==> src/rtl/prescaled_timer_if.sv <==
// Control/status bundle between register logic and the prescaled timer.
// The master side programs the timer; the slave side is the timer itself.
interface prescaled_timer_if #(
  parameter int WIDTH = 16,
  parameter int PSC_W = 5
);
  logic             en;
  logic             load;
  logic [1:0]       mode;
  logic             one_shot;
  logic [PSC_W-1:0] psc;
  logic [WIDTH-1:0] reload;
  logic [WIDTH-1:0] cmp;
  logic [WIDTH-1:0] count;
  logic             tick;
  logic             done;
  logic             dir;
  logic             running;
  logic             cmp_match;
  logic             pwm;

  modport master (
    output en, load, mode, one_shot, psc, reload, cmp,
    input  count, tick, done, dir, running, cmp_match, pwm
  );
  modport slave (
    input  en, load, mode, one_shot, psc, reload, cmp,
    output count, tick, done, dir, running, cmp_match, pwm
  );
endinterface

==> src/rtl/prescaled_timer.sv <==
// Prescaled timer/counter: down, up and centre-aligned up-down counting with
// auto-reload or one-shot stop, plus compare match and PWM outputs.
module prescaled_timer #(
  parameter int WIDTH = 16,
  parameter int PSC_W = 5
) (
  input logic               clk,
  input logic               reset,
  prescaled_timer_if.slave  tif
);

  logic [PSC_W-1:0] psc_cnt_q, psc_cnt_d;
  logic [WIDTH-1:0] count_q, count_d;
  logic             tick_q, tick_d;
  logic             done_q, done_d;
  logic             dir_q, dir_d;
  logic             running_q, running_d;

  logic act, step, is_down;

  assign act     = tif.en & running_q;
  // >= rather than == so lowering psc mid-run cannot strand the prescaler
  assign step    = act & (psc_cnt_q >= tif.psc);
  assign is_down = (tif.mode == 2'b00) || (tif.mode == 2'b11);

  always_comb begin
    psc_cnt_d = psc_cnt_q;
    count_d   = count_q;
    dir_d     = dir_q;
    running_d = running_q;
    tick_d    = step;
    done_d    = 1'b0;
    if (tif.load) begin
      psc_cnt_d = '0;
      running_d = 1'b1;
      tick_d    = 1'b0;
      count_d   = is_down ? tif.reload : '0;
      dir_d     = is_down;
    end else if (step) begin
      psc_cnt_d = '0;
      if (is_down) begin
        if (count_q != '0) begin
          count_d = count_q - 1'b1;
        end else begin
          done_d = 1'b1;
          if (tif.one_shot) running_d = 1'b0;
          else              count_d   = tif.reload;
        end
      end else if (tif.mode == 2'b01) begin
        if (count_q < tif.reload) begin
          count_d = count_q + 1'b1;
        end else begin
          done_d  = 1'b1;
          count_d = '0;
          if (tif.one_shot) running_d = 1'b0;
        end
      end else begin
        // Up-down; a zero terminal pins the count and never turns around
        if (tif.reload == '0) begin
          done_d  = 1'b1;
          count_d = '0;
          dir_d   = 1'b0;
          if (tif.one_shot) running_d = 1'b0;
        end else if (!dir_q) begin
          if (count_q < tif.reload) begin
            count_d = count_q + 1'b1;
          end else begin
            dir_d   = 1'b1;
            count_d = count_q - 1'b1;
          end
        end else if (count_q != '0) begin
          count_d = count_q - 1'b1;
        end else begin
          done_d = 1'b1;
          dir_d  = 1'b0;
          if (tif.one_shot) running_d = 1'b0;
          else              count_d   = WIDTH'(1);
        end
      end
    end else if (act) begin
      psc_cnt_d = psc_cnt_q + 1'b1;
    end
  end

  always_ff @(posedge clk or posedge reset) begin
    if (reset) begin
      psc_cnt_q <= '0;
      count_q   <= '0;
      tick_q    <= 1'b0;
      done_q    <= 1'b0;
      dir_q     <= 1'b0;
      running_q <= 1'b0;
    end else begin
      psc_cnt_q <= psc_cnt_d;
      count_q   <= count_d;
      tick_q    <= tick_d;
      done_q    <= done_d;
      dir_q     <= dir_d;
      running_q <= running_d;
    end
  end

  assign tif.count     = count_q;
  assign tif.tick      = tick_q;
  assign tif.done      = done_q;
  assign tif.dir       = dir_q;
  assign tif.running   = running_q;
  assign tif.cmp_match = (count_q == tif.cmp);
  assign tif.pwm       = (count_q < tif.cmp);

endmodule
==> src/flat_wrapper.sv <==
// flat-port wrapper written by rule: the top's interface ports become plain ports
module prescaled_timer_flat 
#(
  parameter int WIDTH = 16,
  parameter int PSC_W = 5
)
  (clk, reset, tif_en, tif_load, tif_mode, tif_one_shot, tif_psc, tif_reload, tif_cmp, tif_count, tif_tick, tif_done, tif_dir, tif_running, tif_cmp_match, tif_pwm);
  prescaled_timer_if #(.WIDTH(WIDTH), .PSC_W(PSC_W)) tif_i ();
  input logic clk;
  input logic reset;
  input wire logic [$bits(tif_i.en)-1:0] tif_en;
  input wire logic [$bits(tif_i.load)-1:0] tif_load;
  input wire logic [$bits(tif_i.mode)-1:0] tif_mode;
  input wire logic [$bits(tif_i.one_shot)-1:0] tif_one_shot;
  input wire logic [$bits(tif_i.psc)-1:0] tif_psc;
  input wire logic [$bits(tif_i.reload)-1:0] tif_reload;
  input wire logic [$bits(tif_i.cmp)-1:0] tif_cmp;
  output wire logic [$bits(tif_i.count)-1:0] tif_count;
  output wire logic [$bits(tif_i.tick)-1:0] tif_tick;
  output wire logic [$bits(tif_i.done)-1:0] tif_done;
  output wire logic [$bits(tif_i.dir)-1:0] tif_dir;
  output wire logic [$bits(tif_i.running)-1:0] tif_running;
  output wire logic [$bits(tif_i.cmp_match)-1:0] tif_cmp_match;
  output wire logic [$bits(tif_i.pwm)-1:0] tif_pwm;
  assign tif_i.en = tif_en;
  assign tif_i.load = tif_load;
  assign tif_i.mode = tif_mode;
  assign tif_i.one_shot = tif_one_shot;
  assign tif_i.psc = tif_psc;
  assign tif_i.reload = tif_reload;
  assign tif_i.cmp = tif_cmp;
  assign tif_count = tif_i.count;
  assign tif_tick = tif_i.tick;
  assign tif_done = tif_i.done;
  assign tif_dir = tif_i.dir;
  assign tif_running = tif_i.running;
  assign tif_cmp_match = tif_i.cmp_match;
  assign tif_pwm = tif_i.pwm;
  prescaled_timer #(.WIDTH(WIDTH), .PSC_W(PSC_W)) u_core (.clk(clk), .reset(reset), .tif(tif_i));
endmodule
==> config.mk <==
export PLATFORM = sky130hd
export DESIGN_NAME = prescaled_timer_flat
export DESIGN_NICKNAME = d
export VERILOG_FILES = /design/src/rtl/prescaled_timer_if.sv /design/src/rtl/prescaled_timer.sv /design/src/flat_wrapper.sv
export SDC_FILE = /design/constraint.sdc
export NUM_CORES = 1
export LEC_CHECK = 0
export BUFFER_PORTS_ARGS = -buffer_cell sky130_fd_sc_hd__buf_2
export CORE_MARGIN = 5
export CORE_UTILIZATION = 50
export DETAILED_ROUTE_END_ITERATION = 16
export GPL_TIMING_DRIVEN = 1
export PLACE_DENSITY_LB_ADDON = 0.25
export SLEW_MARGIN = 10
export SYNTH_ARGS = -nofsm -noshare
export SYNTH_HDL_FRONTEND = slang
export SYNTH_SLANG_ARGS = --single-unit
==> constraint.sdc <==
create_clock -name clk -period 4.38 [get_ports clk]
set_input_delay 0.657 -clock clk [delete_from_list [all_inputs] [get_ports clk]]
set_output_delay 0.657 -clock clk [all_outputs]
set_load 0.05 [all_outputs]
==> metrics.csv <==
stage,metric,value,unit
cts,CTS H-tree lvls,1,
floorplanning,Die Span X,93.3,um
final_layout,share of cells above drive strength 1,0.162,
route,number of DRC violations after detailed routing,0,
route,DR vias,3766,
route,average wire per standard cell,20.0,um
final_layout,# fillers,673,
power,Power Dens Cells,351,nW/um2
worst_setup_path,startpoint types,flip-flop,
power,Switching Share,0.543,
logic_synthesis,"flops & latches, synth",25,
worst_setup_path,critical path data arrival time,3.42,ns
cts,clk sinks,25,
timing,hold_ws,0.578,ns
global_route,gr ovfl total,0,
floorplanning,row cnt,30,
logic_synthesis,most frequent cells after synthesis,"inv_1, ha_1, nand2_1, nor2_1, a21oi_1",
logic_synthesis,Mapped Cells,469,
worst_hold_path,worst hold path class,in2reg,
worst_setup_path,Worst Path Required,4.55,ns
placed_design,Final Wtd Congestion,0.996,
logic_synthesis,Main synth FF type,dfrtp_1,
final_layout,Post-Layout Cell Count,592,
route,drt total wl,11900,um
timing,max-slew violations,0,
timing,Layout Skew,0.00509,ns
route,Detailed Routing Iterations Pass 1,5,
worst_setup_path,crit path max fanout,19,
timing,min cycle time layout,3.25,ns
floorplanning,I/O pin cnt,66,
cts,Clock Latency Late Sink,0.28,ns
logic_synthesis,Synth area leader,dfrtp_1,
global_route,met1 GRT Util,0.364,
power,Combinational Power Share,0.599,
logic_synthesis,Post-synth ARST share,1.00,
global_route,total track usage,0.270,
logic_synthesis,synthesized area,3470,um2
power,Peak VDD IR,0.000178,V
status,outcome,completed,
cts,Root Driver,clkbuf_8,
final_layout,Multi-input gate area,2520,um2
cts,clock tree buffer depth,2,
logic_synthesis,"count leader, synth",inv_1,
worst_setup_path,Worst setup EP type,flip-flop,
cts,CTS tree,yes,
cts,# hold bufs at CTS,0,
timing,RSZ-0062 raised after global routing,no,
timing,setup violators final,0,
worst_setup_path,worst path buffer plus inverter count,1,
power,Flop pwr share,0.288,
timing,Final Cycle Share,0.741,
timing,setup_tns,0,ns
logic_synthesis,Synth Warn #,0,
floorplanning,Die ar.,8700,um2
placed_design,PortBufs,65,
timing,Slew @ Worst Pin,1.13,ns
logic_synthesis,"EDFF count, synth",0,
cts,clk slew on worst S/H paths,0.11,ns
placed_design,Placed Cells,588,
worst_setup_path,critical path's top delay family,simple AND/OR/NAND/NOR gates,
cts,post-CTS setup buffers,0,
global_route,initial antenna violation count,0,
power,Pint,0.000614,W
global_route,met2 usage,0.431,
final_layout,Layout area overhead,10.4,%
power,P_leak,1.86,nW
route,iteration-0 DRC count of the detailed router,396,
logic_synthesis,Syn Area/Cell,7.39,um2
floorplanning,Die Y,93.3,um
global_route,largest net degree at the start of global routing,33,
placed_design,hpwl dp,8950,um
route,Via density,6.36,
logic_synthesis,Synth top area share,0.181,
worst_setup_path,CP max stage cell,o22ai_2,
global_route,vias in the first global route,3433,
logic_synthesis,Mapped Nets,556,
worst_setup_path,worst-path cell chain,inv_1 -> ha_1 -> nor4b_1 -> and4_1 -> nand3b_1 -> o22ai_2 -> nor3_1 -> a211o_1,
logic_synthesis,sequential area share after synthesis,0.181,
final_layout,Final Util,0.566,
final_layout,nets,600,
cts,total CTS buffers,3,
cts,CTS resizes,0,
timing,Final Hold Viols,0,
logic_synthesis,synth top area cells,"dfrtp_1, ha_1, inv_1, a21oi_1, nand2_1",
global_route,GRT Max-Usage Layer,met2,
timing,Slew HR,0.248,
logic_synthesis,number of distinct library cells after synthesis,65,
global_route,grt met3 use,0.0515,
floorplanning,core box area,6760,um2
global_route,first-pass GRT wire length,18400,um
job,total of max-cap violations,0,
worst_setup_path,max incr delay on CP,0.74,ns
worst_setup_path,Setup CP Type,reg2reg,
final_layout,register area,626,um2
power,Switching Power,0.000728,W
floorplanning,Initial Util,0.513,
route,post-route ant nets,0,
final_layout,n_diodes,0,
timing,fmax,308,MHz
power,clock share of power,0.114,
==> through the flow <==
| step | area [um2] | total power, W | worst slack [ns] |
|---|---|---|---|
| after floorplan | 3470 | 0.000955 | 0.873 |
| after global placement | 3780 | 0.00117 | 0.942 |
| after detailed placement | 3780 | 0.00117 | 0.968 |
| after CTS | 3820 | 0.00133 | 1.21 |
| after global routing | 3820 | 0.00143 | 1.03 |
| final | 3820 | 0.00134 | 1.13 |
==> power by group through the flow <==
stage | Combinational (W) | Clock, W | Sequential [W]
floorplan | 0.000523 | 0 | 0.000432
global placement | 0.000781 | 0 | 0.000385
detailed placement | 0.000788 | 0 | 0.000387
CTS | 0.000793 | 0.000155 | 0.000381
global route | 0.000873 | 0.000165 | 0.000393
finish | 0.000804 | 0.000152 | 0.000386
==> worst reg2reg max path: cells and delay by family, from the launching register on <==
family                   cells  cell delay, ns
AO/OA/AOI/OAI                2            1.08
adder cells (fa/ha/maj)      1            0.24
AND/OR/NAND/NOR              4            1.13
buffers and inverters        1            0.23
flip-flops                   1            0.46
==> final timing paths <==
| check | startpoint | to | slack [ns] | depth (start not counted) |
|---|---|---|---|---|
| min | tif_one_shot | u_core.tif.running | 0.58 | 2 |
| max | u_core.tif.count[0] | u_core.tif.count[12] | 1.13 | 8 |
| max in group asynchronous | reset | u_core.tif.count[13] | 3.06 | 2 |
| min reg2reg | u_core.psc_cnt_q[1] | u_core.psc_cnt_q[1] | 0.59 | 2 |
| min in group asynchronous | reset | u_core.tif.count[2] | 0.65 | 2 |
| max reg2reg | u_core.tif.count[0] | u_core.tif.count[12] | 1.13 | 8 |
==> placed cells by master (no fill, tap or decap), types with 4 or more instances in the layout <==
cell type  count
a21o_1         7
xor2_1        12
o21ai_0       26
a21oi_1       35
or2_2          4
ha_1          43
and2_1         5
xnor2_1       12
o21a_1         7
dfrtp_1       25
nor2_1        38
buf_2         65
o2111ai_1      5
inv_1         47
nand2_1       39
nand4_1       11
nand2b_1       4
nor3_1        17
nor4_1         6
nand3_1       15
a31oi_1        6
and4_1         4
o31ai_1        6
o211ai_1       6
==> cell families (layout without fill, tap and decap cells) <==
kind of cell    Yosys count  in the layout  synth area share
mux                       4              4            0.0119
compound gates          135            135             0.262
flops                    25             25             0.181
fa+ha+maj                43             43             0.155
xor+xnor                 24             24            0.0606
simple gates            161            161             0.238
buf+inv                  77            120            0.0917
==> flip-flops by register name (all words and copies together), names as in the netlist <==
| name | flops |
|---|---|
| u_core.psc_cnt_q | 5 |
| u_core.tif.count | 16 |
| u_core.tif.dir | 1 |
| u_core.tif.done | 1 |
| u_core.tif.running | 1 |
| u_core.tif.tick | 1 |
==> cell type report <==
cell class / count / area share
Inverter: 48 / 0.0471
Clock inverter: 1 / 0.00196
Timing Repair Buffer: 68 / 0.0909
Sequential cell: 25 / 0.164
Multi-Input combinational cell: 367 / 0.659
Clock buffer: 3 / 0.0108
Tap cell: 80 / 0.0262
==> per-layer routing <==
layer  vias to the layer above  routed length [um]
met5                         -                   0
met4                         0                 321
met3                        34                1150
met2                       196                5430
met1                      1746                4960
li1                       1790                   -
(Power assumes the default switching activity.)
